--- config.mk ---
export PLATFORM = sky130hd
export DESIGN_NAME = mem_port_arbiter
export DESIGN_NICKNAME = d
export VERILOG_FILES = /design/src/rtl/c16_mem_pkg.sv /design/src/rtl/mem_resp_pipe.sv /design/src/rtl/mem_port_arbiter.sv
export SDC_FILE = /design/constraint.sdc
export NUM_CORES = 1
export LEC_CHECK = 0
export CELL_PAD_IN_SITES_DETAIL_PLACEMENT = 0
export CELL_PAD_IN_SITES_GLOBAL_PLACEMENT = 2
export CORE_MARGIN = 2
export CORE_UTILIZATION = 10
export CTS_BUF_LIST = sky130_fd_sc_hd__clkbuf_4
export DETAILED_ROUTE_END_ITERATION = 10
export HOLD_SLACK_MARGIN = 0.06
export PLACE_DENSITY = 0.95
export SYNTH_ARGS = -nofsm -noshare
export SYNTH_HDL_FRONTEND = slang
export SYNTH_SLANG_ARGS = --single-unit
--- constraint.sdc ---
create_clock -name clk -period 2.1 [get_ports clk]
set_clock_uncertainty 0.1 [all_clocks]
set_input_delay 0.63 -clock clk [delete_from_list [all_inputs] [get_ports clk]]
set_output_delay 0.63 -clock clk [all_outputs]
set_load 0.03 [all_outputs]
--- src/rtl/c16_mem_pkg.sv ---
// rtl/c16_mem_pkg.sv - shared constants for the c16 memory port arbiter
//
// Purpose: requester ids, default read latency and bus widths used by the
// port-B arbiter and its response pipeline.
// Ports: none (package).

package c16_mem_pkg;

  // Requester ids; also the encoding carried in the response pipeline.
  typedef enum logic {
    REQ_CPU = 1'b0,
    REQ_DBG = 1'b1
  } req_id_e;

  // ram2 port B reads are synchronous: data one cycle after the address.
  localparam int DEF_READ_LATENCY = 1;

  localparam int ADDR_W = 16;
  localparam int DATA_W = 16;

endpackage

--- src/rtl/mem_resp_pipe.sv ---
// rtl/mem_resp_pipe.sv - {valid,id} shift register tracking reads in flight
//
// Purpose: one entry enters per cycle; the entry leaving the last stage marks
// the cycle in which the memory read data is valid and who it belongs to.
// Ports:
//   i_clk        clock, rising edge
//   i_clr        synchronous clear of every stage (drops pending responses)
//   i_valid      a read was granted this cycle
//   i_id         requester id of that read
//   o_resp_valid read data is on mem_q this cycle
//   o_resp_id    requester that owns the data
//   o_empty      no read anywhere in the pipeline

module mem_resp_pipe #(
  parameter int DEPTH = 1
) (
  input  logic i_clk,
  input  logic i_clr,
  input  logic i_valid,
  input  logic i_id,
  output logic o_resp_valid,
  output logic o_resp_id,
  output logic o_empty
);

  logic [DEPTH-1:0] r_valid;
  logic [DEPTH-1:0] r_id;

  generate
    if (DEPTH == 1) begin : g_single
      always_ff @(posedge i_clk) begin
        if (i_clr) begin
          r_valid <= '0;
          r_id    <= '0;
        end else begin
          r_valid <= i_valid;
          r_id    <= i_id;
        end
      end
    end else begin : g_multi
      always_ff @(posedge i_clk) begin
        if (i_clr) begin
          r_valid <= '0;
          r_id    <= '0;
        end else begin
          r_valid <= {r_valid[DEPTH-2:0], i_valid};
          r_id    <= {r_id[DEPTH-2:0], i_id};
        end
      end
    end
  endgenerate

  assign o_resp_valid = r_valid[DEPTH-1];
  assign o_resp_id    = r_id[DEPTH-1];
  // The stage currently presenting a response still counts as in flight.
  assign o_empty      = ~|r_valid;

endmodule

--- src/rtl/mem_port_arbiter.sv ---
// rtl/mem_port_arbiter.sv - round-robin sharing of ram2 port B between CPU and debug loader
//
// Purpose: per-cycle combinational grant between the execute stage and the
// debug loader, drives ram2 port B from the winner, and steers the read data
// back READ_LATENCY cycles later. drain freezes new grants; idle reports that
// nothing is granted and no read is in flight.
// Ports:
//   clk, rst                       clock, synchronous active-high reset
//   cpu_req/we/addr/wdata          CPU request, held until cpu_gnt
//   cpu_gnt, cpu_rvalid, cpu_rdata CPU accept, read response
//   dbg_req/we/addr/wdata          debug loader request, held until dbg_gnt
//   dbg_gnt, dbg_rvalid, dbg_rdata debug accept, read response
//   drain, idle                    stop new grants / quiescent status
//   mem_addr/data/wren, mem_q      ram2 address_b/data_b/wren_b/q_b
// READ_LATENCY legal range is 1..3.

module mem_port_arbiter
  import c16_mem_pkg::*;
#(
  parameter int READ_LATENCY = c16_mem_pkg::DEF_READ_LATENCY,
  parameter int ADDR_W       = c16_mem_pkg::ADDR_W,
  parameter int DATA_W       = c16_mem_pkg::DATA_W
) (
  input  logic              clk,
  input  logic              rst,
  input  logic              cpu_req,
  input  logic              cpu_we,
  input  logic [ADDR_W-1:0] cpu_addr,
  input  logic [DATA_W-1:0] cpu_wdata,
  output logic              cpu_gnt,
  output logic              cpu_rvalid,
  output logic [DATA_W-1:0] cpu_rdata,
  input  logic              dbg_req,
  input  logic              dbg_we,
  input  logic [ADDR_W-1:0] dbg_addr,
  input  logic [DATA_W-1:0] dbg_wdata,
  output logic              dbg_gnt,
  output logic              dbg_rvalid,
  output logic [DATA_W-1:0] dbg_rdata,
  input  logic              drain,
  output logic              idle,
  output logic [ADDR_W-1:0] mem_addr,
  output logic [DATA_W-1:0] mem_data,
  output logic              mem_wren,
  input  logic [DATA_W-1:0] mem_q
);

  req_id_e r_last_winner;

  logic w_cpu_gnt;
  logic w_dbg_gnt;
  logic w_any_gnt;
  logic w_issue_rd;
  logic w_resp_valid;
  logic w_resp_id;
  logic w_pipe_empty;

  // Grant: a lone requester wins; on a tie the one not granted last wins.
  always_comb begin
    w_cpu_gnt = 1'b0;
    w_dbg_gnt = 1'b0;
    if (!rst && !drain) begin
      if (cpu_req && dbg_req) begin
        if (r_last_winner == REQ_DBG) begin
          w_cpu_gnt = 1'b1;
        end else begin
          w_dbg_gnt = 1'b1;
        end
      end else if (cpu_req) begin
        w_cpu_gnt = 1'b1;
      end else if (dbg_req) begin
        w_dbg_gnt = 1'b1;
      end
    end
  end

  assign w_any_gnt = w_cpu_gnt | w_dbg_gnt;

  // Port B is driven only in a grant cycle, so wren can never fire ungranted.
  always_comb begin
    mem_addr = '0;
    mem_data = '0;
    mem_wren = 1'b0;
    if (w_cpu_gnt) begin
      mem_addr = cpu_addr;
      mem_data = cpu_wdata;
      mem_wren = cpu_we;
    end else if (w_dbg_gnt) begin
      mem_addr = dbg_addr;
      mem_data = dbg_wdata;
      mem_wren = dbg_we;
    end
  end

  always_ff @(posedge clk) begin
    if (rst) begin
      r_last_winner <= REQ_DBG;
    end else if (w_cpu_gnt) begin
      r_last_winner <= REQ_CPU;
    end else if (w_dbg_gnt) begin
      r_last_winner <= REQ_DBG;
    end
  end

  assign w_issue_rd = (w_cpu_gnt && !cpu_we) || (w_dbg_gnt && !dbg_we);

  mem_resp_pipe #(
    .DEPTH(READ_LATENCY)
  ) u_resp_pipe (
    .i_clk       (clk),
    .i_clr       (rst),
    .i_valid     (w_issue_rd),
    .i_id        (w_dbg_gnt),
    .o_resp_valid(w_resp_valid),
    .o_resp_id   (w_resp_id),
    .o_empty     (w_pipe_empty)
  );

  // Masking with rst keeps a response from leaking out during the reset cycle.
  assign cpu_rvalid = w_resp_valid && !rst && (w_resp_id == REQ_CPU);
  assign dbg_rvalid = w_resp_valid && !rst && (w_resp_id == REQ_DBG);
  assign cpu_rdata  = cpu_rvalid ? mem_q : '0;
  assign dbg_rdata  = dbg_rvalid ? mem_q : '0;

  assign cpu_gnt = w_cpu_gnt;
  assign dbg_gnt = w_dbg_gnt;
  assign idle    = !w_any_gnt && w_pipe_empty;

endmodule

==> results.toml <==
[run_status]
status = "finished, violations left"
violations = "negative setup slack"

[routing]
drtAntennaViolNets = 0
drcViolationCount = 0
drt-pass1-iter-count = 4
drt_wl_total_um = 5611
via_per_inst = 4.024
drt_iter0_drc = 13
wl_per_cell_um = 15.00
vias = 1505

[die]
dieArea_mm2 = 0.008217
core_mm2 = 0.007253
die_h_um = 90.65
die_x_um = 90.65
ios = 157
rows = 31
initial_core_util_pct = 10.35

[timing]
finalMaxSlewViolations = 0
max_slew_margin_pct = 82.41
setup_violations = 69
rsz0062_at_grt = "true"
worst_pin_slew_ns = 0.2635
fin_ws_ns = -0.2679
fin_crit_ns = 2.368
fin_crit_sh_pct = 112.8
hold_viol_final = 0
fmax_mhz = 422.3

[cells_and_area]
final_common_cell = "clkdlybuf4s50_1"
antenna_cells = 0
fillers = 661
drive_gt1_share_pct = 65.82
area_growth_pct = 330.3
fin_cells = 374
final_cell_mix = "81 x clkdlybuf4s50_1, 78 x buf_6, 25 x a22o_4"
fin_nets = 363

[logic_synthesis]
ys_types = 19
ys_seq_area_share_pct = 8.000
synth_area_per_cell_um2 = 8.072
syn_nets = 180
ys_ff_latch = 3
synth_cells = 93
yosys_warnings = 0
synth.cell_area_um2 = 750.7

[clock_network]
ctsRootBufferMaster = "clkbuf_4"
clk_latency_ns = 0.25
cts_tree = "built"
cts_sinks = 3
numCtsBuffers = 3
clk_pin_slew_ns = 0.04
clock_path_buffers = 2
htree_levels = 1
ctsHoldBuffers = 0

[power_and_ir_drop]
leakage_uw = 0.001500
swShare_pct = 34.14
p_sw_uw = 242.2
p_per_area_mw_per_mm2 = 219.6
p_seq_share_pct = 9.1
p_int_uw = 467.1
finalPower_uw = 709.3
comb_power_share_pct = 73.8
clockPowerShare_pct = 17.1
peakVddDrop_v = 0.00009477

[hold_path]
min_path_type = "reg -> reg"

[global_routing]
antenna_found_initial = 0
grt_use_total_pct = 11.92
grt_pass1_wl_um = 8004
grt_max_degree = 18
grt_overflow_total = 0
first_global_vias = 1641

[setup_path]
reg2reg_setup_slack_ns = 0.89
required_ns = 1.37
slowest_stage = "a22o_1"
endpoint = "mem_wren"
r2r_end = "r_last_winner"
crit_type = "in -> out"
regToRegStartpoint = "r_last_winner"
path_cells = "buf_8 > nor2_4 > buf_6 > nand3_4 > inv_4 > buf_12 > buf_8 > a22o_1 > buf_6"
worstPathArrival_ns = 1.64
critPathLaunch = "rst"
worstSetupStartpointType = "primary input"
cp_top_family = "buffers and inverters"
critPathMaxStageDelay_ns = 0.15
rr_worst_depth = 5
path_depth = 9
path_max_fanout = 4
timing.critical_path.buf_inv = 6
setup.worst_path.end_class = "output port"

[placement]
dp_hpwl_um = 3617
portBuffers = 156
place_congestion = 0.6687
dp_cells = 352

[job]
drv_cap = 0
cells by family after synthesis:
family	Yosys count	synth area share (%)
AND/OR/NAND/NOR	42	36.50
buffers and inverters	12	14.33
flip-flops	3	8.000
AO/OA/AOI/OAI	36	41.17
cells in the mapped netlist:
| master | count | share of area (%) |
|---|---|---|
| a22o_1 | 33 | 39 |
| and2_1 | 32 | 27 |
| buf_6 | 7 | 11 |
| dfxtp_1 | 3 | 8.0 |
| inv_4 | 2 | 1.7 |
| nand2b_1 | 2 | 1.7 |
| nand3_2 | 2 | 2.7 |
| a211o_1 | 1 | 1.2 |
| a21oi_1 | 1 | 0.67 |
| and3b_1 | 1 | 1.2 |
| buf_2 | 1 | 0.67 |
| buf_4 | 1 | 1.0 |
| inv_1 | 1 | 0.50 |
| nand2_1 | 1 | 0.50 |
| nor2_1 | 1 | 0.50 |
| nor2_2 | 1 | 0.83 |
| nor3b_2 | 1 | 1.7 |
| o22ai_1 | 1 | 0.83 |
| or2_2 | 1 | 0.83 |
registers in the layout, summed over array words and instances, names as in the netlist:
signal,cells
r_last_winner,1
u_resp_pipe.o_resp_id,1
u_resp_pipe.o_resp_valid,1
worst min-delay path by stage:
stage                                to           from  cells after the start
after detailed placement  r_last_winner  r_last_winner                      1
final                     r_last_winner  r_last_winner                      1
after CTS                 r_last_winner  r_last_winner                      1
after floorplan           r_last_winner  r_last_winner                      1
after global placement    r_last_winner  r_last_winner                      1
after global routing      r_last_winner  r_last_winner                      1
layout make-up:
class / count / area (µm²) / area share, %
Timing Repair Buffer: 185 / 2049 / 63.44
Multi-Input combinational cell: 80 / 948.4 / 29.36
Tap cell: 99 / 123.9 / 3.834
Sequential cell: 3 / 60.06 / 1.859
Clock buffer: 4 / 30.03 / 0.9295
Inverter: 3 / 18.77 / 0.5809
metal layers:
layer / up-vias / global-route usage [%] / wire, µm / share of wire (%)
met5: - / 0 / 0 / 0
met4: 0 / 2.821 / 57 / 1.0
met3: 5 / 2.838 / 505 / 9.0
met2: 97 / 24.32 / 3099 / 55
met1: 687 / 11.86 / 1948 / 35
li1: 716 / - / - / -
what timing repair did:
item	in CTS	in global routing
buffers inserted	9	4
gates resized for setup	127	44
hold endpoints to repair	0	0
gates cloned	5	2
pin swaps	37	18
setup endpoints to repair	70	70
metrics by stage:
step	hold slack (ns)	cell area, µm²	util (%)	setup TNS, ns	worst slack, ns
floorplan	0.3492	843.3	-	-0.3619	-0.06246
global placement	0.3791	2381	32.83	-42.09	-0.6681
detailed placement	0.3835	2381	32.83	-42.83	-0.6780
CTS	0.4275	3063	42.23	-13.02	-0.2760
global route	0.4563	3231	44.54	-16.35	-0.3198
finish	0.4351	3231	44.54	-13.11	-0.2679
worst reg2reg max path: stages, from the launching register on:
cell      delay [ns]
dfxtp_1         0.37
nand2b_4        0.16
buf_4           0.10
buf_4           0.09
nor2_1          0.03
a211o_1         0.25
power by group through the flow:
stage | sequential, µW | combinational, µW | clock (µW)
finish | 64.5 | 523 | 121
global route | 64.7 | 549 | 128
CTS | 63.0 | 508 | 126
detailed placement | 63.0 | 397 | 0
global placement | 63.1 | 395 | 0
floorplan | 62.5 | 155 | 0
Note: power is estimated with default switching activity, not from simulation.
